$ cat config.mk
export PLATFORM = sky130hd
export DESIGN_NAME = cpu_program_sequencer
export DESIGN_NICKNAME = d
export VERILOG_FILES = /design/src/rtl/cpu_program_sequencer.sv
export SDC_FILE = /design/constraint.sdc
export NUM_CORES = 1
export LEC_CHECK = 0
export CORE_ASPECT_RATIO = 0.7
export CORE_MARGIN = 1.5
export CORE_UTILIZATION = 40
export CTS_BUF_LIST = sky130_fd_sc_hd__clkbuf_16
export CTS_CLUSTER_DIAMETER = 40
export DETAILED_ROUTE_END_ITERATION = 8
export DONT_BUFFER_PORTS = 1
export PLACE_DENSITY = 0.64
export SLEW_MARGIN = 10
export SYNTH_ARGS = -nofsm -noshare
export SYNTH_HDL_FRONTEND = slang
export SYNTH_SLANG_ARGS = --single-unit
$ cat constraint.sdc
create_clock -name clk -period 7.7 [get_ports clk]
set_clock_uncertainty 0.2 [all_clocks]
set_input_delay 0.77 -clock clk [delete_from_list [all_inputs] [get_ports clk]]
set_output_delay 0.77 -clock clk [all_outputs]
set_load 0.01 [all_outputs]
$ cat src/rtl/cpu_program_sequencer.sv
// Writable multi-region program store and sequencer that feeds the cpu
// instruction/data pairs and runs its start/done handshake.
module cpu_program_sequencer #(
   parameter int                   INSTR_W   = 9,
   parameter int                   DATA_W    = 16,
   parameter int                   DEPTH     = 64,
   parameter int                   NUM_PROGS = 4,
   parameter logic [INSTR_W-1:0]   HALT_OP   = '1,
   parameter int                   TIMEOUT   = 255
) (
   input  logic                         clk,
   input  logic                         rst,
   input  logic                         go,
   input  logic                         abort,
   input  logic [$clog2(NUM_PROGS)-1:0] prog_sel,
   input  logic                         loop_mode,
   input  logic                         step_mode,
   input  logic                         wr_en,
   input  logic [$clog2(DEPTH)-1:0]     wr_addr,
   input  logic [INSTR_W-1:0]           wr_instr,
   input  logic [DATA_W-1:0]            wr_data,
   input  logic                         cpu_done,
   output logic                         cpu_start,
   output logic [INSTR_W-1:0]           instruction,
   output logic [DATA_W-1:0]            data_var,
   output logic [$clog2(DEPTH)-1:0]     pc,
   output logic                         busy,
   output logic                         halted,
   output logic                         fault
);

   localparam int AW     = $clog2(DEPTH);
   localparam int PW     = $clog2(NUM_PROGS);
   localparam int REGION = DEPTH / NUM_PROGS;
   localparam int RW     = $clog2(REGION);
   localparam int TW     = (TIMEOUT > 1) ? $clog2(TIMEOUT + 1) : 1;

   localparam logic [AW-1:0] OFS_MASK = AW'(REGION - 1);
   localparam logic [TW-1:0] TMO_LAST = TW'(TIMEOUT - 1);

   localparam logic [2:0] S_IDLE    = 3'd0;
   localparam logic [2:0] S_FETCH   = 3'd1;
   localparam logic [2:0] S_ISSUE   = 3'd2;
   localparam logic [2:0] S_WAIT    = 3'd3;
   localparam logic [2:0] S_RELEASE = 3'd4;
   localparam logic [2:0] S_PAUSE   = 3'd5;
   localparam logic [2:0] S_HALTED  = 3'd6;
   localparam logic [2:0] S_FAULT   = 3'd7;

   logic [INSTR_W+DATA_W-1:0] mem [DEPTH];

   logic [2:0]         state_q,  state_d;
   logic [AW-1:0]      pc_q,     pc_d;
   logic [PW-1:0]      prog_q,   prog_d;
   logic [INSTR_W-1:0] instr_q,  instr_d;
   logic [DATA_W-1:0]  data_q,   data_d;
   logic               start_q,  start_d;
   logic               halted_q, halted_d;
   logic               fault_q,  fault_d;
   logic [TW-1:0]      tmo_q,    tmo_d;

   logic [INSTR_W-1:0] rd_instr;
   logic [DATA_W-1:0]  rd_data;
   logic [AW-1:0]      base;
   logic               region_end;

   function automatic logic [AW-1:0] base_of(input logic [PW-1:0] p);
      return AW'(p) << RW;
   endfunction

   // Store has no reset so programs survive rst.
   always_ff @(posedge clk) begin
      if (wr_en) begin
         mem[wr_addr] <= {wr_instr, wr_data};
      end
   end

   assign {rd_instr, rd_data} = mem[pc_q];
   assign base                = base_of(prog_q);
   assign region_end          = (pc_q & OFS_MASK) == OFS_MASK;

   always_comb begin
      state_d  = state_q;
      pc_d     = pc_q;
      prog_d   = prog_q;
      instr_d  = instr_q;
      data_d   = data_q;
      start_d  = start_q;
      halted_d = halted_q;
      fault_d  = fault_q;
      tmo_d    = tmo_q;

      if (abort) begin
         state_d  = S_IDLE;
         start_d  = 1'b0;
         halted_d = 1'b0;
         fault_d  = 1'b0;
      end else begin
         unique case (state_q)
            S_IDLE, S_HALTED: begin
               if (go) begin
                  prog_d   = prog_sel;
                  pc_d     = base_of(prog_sel);
                  halted_d = 1'b0;
                  state_d  = S_FETCH;
               end
            end
            S_FETCH: begin
               if (rd_instr == HALT_OP) begin
                  halted_d = 1'b1;
                  state_d  = S_HALTED;
               end else begin
                  instr_d = rd_instr;
                  data_d  = rd_data;
                  start_d = 1'b1;
                  tmo_d   = '0;
                  state_d = S_ISSUE;
               end
            end
            S_ISSUE: begin
               state_d = S_WAIT;
            end
            S_WAIT: begin
               if (cpu_done) begin
                  start_d = 1'b0;
                  state_d = S_RELEASE;
               end else if ((TIMEOUT > 0) && (tmo_q == TMO_LAST)) begin
                  start_d = 1'b0;
                  fault_d = 1'b1;
                  state_d = S_FAULT;
               end else begin
                  tmo_d = tmo_q + 1'b1;
               end
            end
            S_RELEASE: begin
               if (!cpu_done) begin
                  if (region_end && !loop_mode) begin
                     halted_d = 1'b1;
                     state_d  = S_HALTED;
                  end else begin
                     pc_d    = region_end ? base : pc_q + 1'b1;
                     state_d = step_mode ? S_PAUSE : S_FETCH;
                  end
               end
            end
            S_PAUSE: begin
               if (go) begin
                  state_d = S_FETCH;
               end
            end
            S_FAULT: begin
               start_d = 1'b0;
               fault_d = 1'b1;
            end
            default: begin
               state_d = S_IDLE;
            end
         endcase
      end
   end

   always_ff @(posedge clk or posedge rst) begin
      if (rst) begin
         state_q  <= S_IDLE;
         pc_q     <= '0;
         prog_q   <= '0;
         instr_q  <= '0;
         data_q   <= '0;
         start_q  <= 1'b0;
         halted_q <= 1'b0;
         fault_q  <= 1'b0;
         tmo_q    <= '0;
      end else begin
         state_q  <= state_d;
         pc_q     <= pc_d;
         prog_q   <= prog_d;
         instr_q  <= instr_d;
         data_q   <= data_d;
         start_q  <= start_d;
         halted_q <= halted_d;
         fault_q  <= fault_d;
         tmo_q    <= tmo_d;
      end
   end

   assign cpu_start   = start_q;
   assign instruction = instr_q;
   assign data_var    = data_q;
   assign pc          = pc_q;
   assign halted      = halted_q;
   assign fault       = fault_q;
   assign busy        = (state_q == S_ISSUE)   || (state_q == S_WAIT) ||
                        (state_q == S_RELEASE) || (state_q == S_PAUSE);

endmodule

==> results of run 1 <==
[final cells by class]
class	count	area, µm²
sequential	1647	49240
multi-input combinational	1138	14090
fill	12891	86120
inverter	10	40.04
clock buffer	153	3829
clock inverter	118	792.0
tap	2108	2638
timing repair buffer	129	1541
antenna	1	2.502
[worst paths after layout]
path / startpoint / end
worst max-delay path: pc[0] / data_var[9]
worst min-delay path: abort / instruction[3]
worst max register to register: pc[0] / data_var[9]
worst min register to register: prog_q[0] / prog_q[0]
max in group asynchronous: rst / pc[0]
min in group asynchronous: rst / fault
[per-stage QoR]
step / hold slack [ns] / util, %
after floorplan: 0.2727 / -
after global placement: 0.2871 / 42.21
after detailed placement: 0.2911 / 42.21
after CTS: 0.01084 / 45.59
after global routing: 0.02732 / 45.59
final: 0.01290 / 45.60
[critical path, cell delays in order, from the launching register on]
cell and delay [ns]:
dfrtp_4 0.97, buf_4 0.52, mux4_2 0.31, mux2i_1 0.12
a221oi_1 0.85, a22oi_1 0.31, a211oi_1 0.40, nand4_2 0.45
nand2_2 0.93, mux2_2 0.42
[synthesized netlist by cell type, drive strengths merged (23+ instances only)]
master / instances / area [µm²]
nand2: 88 / 332.8
dfrtp: 47 / 1176
nor2: 94 / 352.8
buf: 102 / 753.2
nand3: 23 / 115.1
a21oi: 62 / 310.3
clkbuf: 61 / 229.0
o221ai: 83 / 727.0
mux2: 27 / 337.8
mux2i: 193 / 1932
a22oi: 35 / 262.8
mux4: 351 / 7935
edfxtp: 1600 / 48050
o22ai: 50 / 312.8
[power by group through the flow]
| stage | sequential [mW] | clock (mW) | combinational, mW |
|---|---|---|---|
| 4_1_cts | 10.2 | 7.20 | 1.79 |
| 3_3_place_gp | 10.4 | 0 | 1.61 |
| 2_1_floorplan | 10.3 | 0 | 1.24 |
| 6_report | 10.2 | 7.11 | 1.81 |
| 3_5_place_dp | 10.4 | 0 | 1.61 |
| 5_1_grt | 10.2 | 7.54 | 1.92 |
[metal layers]
metal  wire length, µm  share of wire, %  vias up
li1                  -                 -    12798
met1             71000                42    16918
met2             74540                44     1762
met3             20100                12      230
met4              3824               2.3       10
met5                64             0.038        -
[registers in the layout (all words and copies together) (netlist names), named ones only]
name / count
prog_q: 2
data_var: 16
pc: 5
halted: 1
fault: 1
mem: 1600
instruction: 9
cpu_start: 1
tmo_q: 8
state_q: 3
[logic make-up after synthesis]
family	synth area share [%]
muxes	15.99
AOI/OAI and AO/OA	3.417
DFF	77.13
and+or+nand+nor	1.788
adders and majority gates	0.05883
xor gates and xnor gates	0.01373
buffers and inverters	1.598
==> results.toml, run 1 <==
[sta]
worst_pin_slew_ns = 1.191
worst_slack_ns = 1.992
rsz0062_at_grt = "no"
hold_viol = 0
period_share_pct = 74.13
final-max-slew-violation-count = 0
max_freq_ghz = 0.1752
tns_ns = 0
slew_headroom_pct = 20.43
setup_viol = 0
final.min_clock_period_ns = 5.708

[setup_path]
arrival_ns = 6.17
start_kind = "flop"
worst_setup_path_end_kind = "flop"
reg2reg_depth = 9
path_class = "reg -> reg"
r2r_slack_ns = 1.99
worstPathRequired_ns = 8.16
crit_fanout = 37

[global_route]
grt_busiest_layer = "met1"
antenna_found_initial = 7
grtUsageTotal_pct = 20.88
use_met2_pct = 30.23
grt_start_max_net_pins = 86
use_met3_pct = 6.422
gr-usage-met1_pct = 30.62
grt_pass1_wl_um = 238100
overflow = 0
grt_pass1_vias = 30641

[flow_run]
cap_violations = 0

[place]
pre_cts_slack_ns = 2.227
dp_cells = 5003
placed_area_um2 = 66810
dp_hpwl_um = 96380
portBuffers = 0
gp_congestion = 0.8477

[clock_network]
ctsHoldBuffers = 29
cts.reportedPaths.clkPinSlew_ns = 0.07
cts.htree.levels = 4
ctsResizeCount = 0
post-cts-setup-buffers = 0
cts.sinks = 1647
cts_max_path_buffers = 3
clk_latency_ns = 0.78
cts_root_buf = "clkbuf_16"
cts_buffers = 148
cts_tree = "yes"

[synth]
synthDistinctLibCells = 65
synth_cells = 2958
ys_ff_latch = 1647
yosysSeqAreaShare_pct = 77.13
synthFlopType = "edfxtp_1"
syn-cell-area_um2 = 63810
synth-async-reset-ratio_pct = 2.854
synth_edf_count = 1600
yosysWarnings = 0
synth_nets = 3002
avgSynthCellArea_um2 = 21.57

[min_path]
hold_class = "in -> reg"
hold_path_depth = 2

[cells_and_area]
final_cells = 5304
final_cell_mix = "edfxtp_1 (1,600), mux4_2 (343), mux2i_1 (193)"
final_common_cell = "edfxtp_1"
final_cell_area_um2 = 72170
drive_above_1_share_pct = 24.51
synthToLayoutAreaGrowth_pct = 13.10
nNetsFinal = 3118

[power_and_ir_drop]
sw_frac_of_total_pct = 24.01
p_comb_share_pct = 9.5
internal_power_mw = 14.55
power.net_switching_mw = 4.597
ir_drop_mv = 0.1800
power.density_nw_per_um2 = 265.3
pwr-share-seq_pct = 53.4
finalPower_mw = 19.15
p_leak_nw = 21.69
clockPowerShare_pct = 37.1

[floorplan]
start_util_pct = 40.31
fp.dieW_um = 480.4
core-area_um2 = 158300
num_rows = 122
io_pins = 76
die_area_um2 = 162000
die_y_um = 337.2

[detailed_routing]
ant_nets = 0
drt_iter0_markers = 4425
viasPerCell = 5.980
detail_route.first_pass.iterations = 5
remaining_drc_errors = 0
vias = 31718
drt_wl_total_um = 169500
avgRoutedWirePerCell_um = 31.96

[run_status]
status = "finished clean"
Power figures use the tool's default switching activity.
==> run 2, diff against run 1 <==
--- a/config.mk
+++ b/config.mk
@@ -12,7 +12,7 @@
 export CTS_CLUSTER_DIAMETER = 40
 export DETAILED_ROUTE_END_ITERATION = 8
 export DONT_BUFFER_PORTS = 1
-export PLACE_DENSITY = 0.64
+export PLACE_DENSITY = 0.66
 export SLEW_MARGIN = 10
 export SYNTH_ARGS = -nofsm -noshare
 export SYNTH_HDL_FRONTEND = slang
==> constraint.sdc (replaced) <==
create_clock -name clk -period 4.6 [get_ports clk]
set_clock_uncertainty 0.2 [all_clocks]
set_input_delay 0.46 -clock clk [delete_from_list [all_inputs] [get_ports clk]]
set_output_delay 0.46 -clock clk [all_outputs]
set_load 0.01 [all_outputs]
==> results.toml, run 2 (synthesis results as in run 1) <==
[run_status]
status = "finished clean"

[cells_and_area]
final_cell_area_um2 = 73350
synthToLayoutAreaGrowth_pct = 14.94
nNetsFinal = 3212
fillers = 12808
final_common_cell = "edfxtp_1"
drive_above_1_share_pct = 25.72
largest_reg_flops = 1600
regMostFlops = "mem"
final_cell_mix = "edfxtp_1 (1,600), mux4_2 (343), mux2i_1 (192)"
antennaDiodeCount = 0
final_util_pct = 46.34

[detailed_routing]
detail_route.first_pass.iterations = 7
avgRoutedWirePerCell_um = 31.30
viasPerCell = 5.971
drt_wl_total_um = 168800
vias = 32210
ant_nets = 0
drt_iter0_markers = 4933
remaining_drc_errors = 0

[place]
dp_hpwl_um = 102500
gp_congestion = 0.8495
placed_area_um2 = 67470
portBuffers = 0

[global_route]
grt_pass1_vias = 31340
overflow = 0
antenna_found_initial = 2
grt_pass1_wl_um = 239400
grt_start_max_net_pins = 69
grtUsageTotal_pct = 20.81

[power_and_ir_drop]
p_comb_share_pct = 9.7
power.net_switching_mw = 7.740
power.density_nw_per_um2 = 446.9
clockPowerShare_pct = 38.0
ir_drop_mv = 0.3512
finalPower_mw = 32.78
internal_power_mw = 25.04
sw_frac_of_total_pct = 23.61
pwr-share-seq_pct = 52.3
p_leak_nw = 22.29

[setup_path]
r2r_slack_ns = 0.18
crit_fanout = 24
start_kind = "flop"
rr_startpoint = "pc[1]"
arrival_ns = 4.86
worstPathRequired_ns = 5.04
path_class = "reg -> reg"
worstReg2RegEnd = "halted"
reg2reg_depth = 13
worst_setup_path_end_kind = "flop"

[sta]
hold_slack_ns = 0.06270
tns_ns = 0
hold_viol = 0
setup_viol = 0
worst_pin_slew_ns = 1.104
max_freq_ghz = 0.2262
final.min_clock_period_ns = 4.420
rsz0062_at_grt = "no"
final-max-slew-violation-count = 0
period_share_pct = 96.09
slew_headroom_pct = 26.20

[clock_network]
cts.reportedPaths.clkPinSlew_ns = 0.07
cts_tree = "yes"
cts_root_buf = "clkbuf_16"
clk_latency_ns = 0.77
cts.htree.levels = 4
cts_buffers = 150
post-cts-setup-buffers = 0
cts_max_path_buffers = 3
cts.sinks = 1647

[floorplan]
fp.dieW_um = 480.4
start_util_pct = 40.31
die_area_um2 = 162000
num_rows = 122
core-area_um2 = 158300
io_pins = 76
die_y_um = 337.2

[min_path]
hold_class = "in -> async"

[flow_run]
cap_violations = 0
[run 2: layout make-up]
cell class,instances,area [µm²],area share (%)
multi-input cells,1138,14090,19.21
repair buffers,221,2502,3.412
inverters,10,40.04,0.05459
clock inverters,115,967.2,1.319
clock buffers,155,3879,5.288
well taps,2108,2638,3.596
flip-flops and latches,1647,49240,67.13
[run 2: routing by layer]
metal | track usage, % | part of all wire [%]
met1 | 31.10 | 42
met3 | 5.108 | 11
met5 | 0 | 0
met2 | 30.34 | 44
met4 | 5.748 | 2.4
[run 2: metrics by stage]
| step | std cells | setup WS [ns] |
|---|---|---|
| floorplan | 2958 | 1.112 |
| global placement | 5064 | 0.3623 |
| detailed placement | 5064 | 0.3833 |
| CTS | 5394 | 0.2825 |
| global route | 5394 | 0.05830 |
| finish | 5394 | 0.1799 |
[run 2: worst max-delay path: stages (launching register included)]
cell and delay [ns]:
dfrtp_4 0.74, buf_4 0.45, buf_4 0.37, mux4_2 0.35, nor2_1 0.36, o22ai_1 0.19
buf_4 0.20, a21oi_1 0.14, o221ai_1 0.13, buf_4 0.17, nand4_2 0.10, buf_4 0.18
a211oi_1 0.09, dlygate4sd3_1 0.59
[run 2: worst max-delay path by stage]
stage | from | endpoint | depth (start not counted)
CTS | pc[1] | halted | 13
detailed placement | pc[1] | tmo_q[1] | 12
finish | pc[1] | halted | 13
global placement | pc[0] | tmo_q[1] | 10
floorplan | pc[1] | data_var[3] | 11
global route | pc[1] | halted | 13
[run 2: timing repair]
action                                   CTS  global route
hold endpoints to repair                1655             0
endpoints found under the setup margin     0             1
resized for setup                          0             2
hold buffers                              60             0
[run 2: power by group through the flow]
stage / Sequential, mW / Combinational (mW) / Clock (mW)
floorplan: 17.2 / 2.07 / 0
global placement: 17.5 / 2.78 / 0
detailed placement: 17.5 / 2.79 / 0
CTS: 17.2 / 3.14 / 12.6
global route: 17.2 / 3.34 / 13.2
finish: 17.1 / 3.17 / 12.5
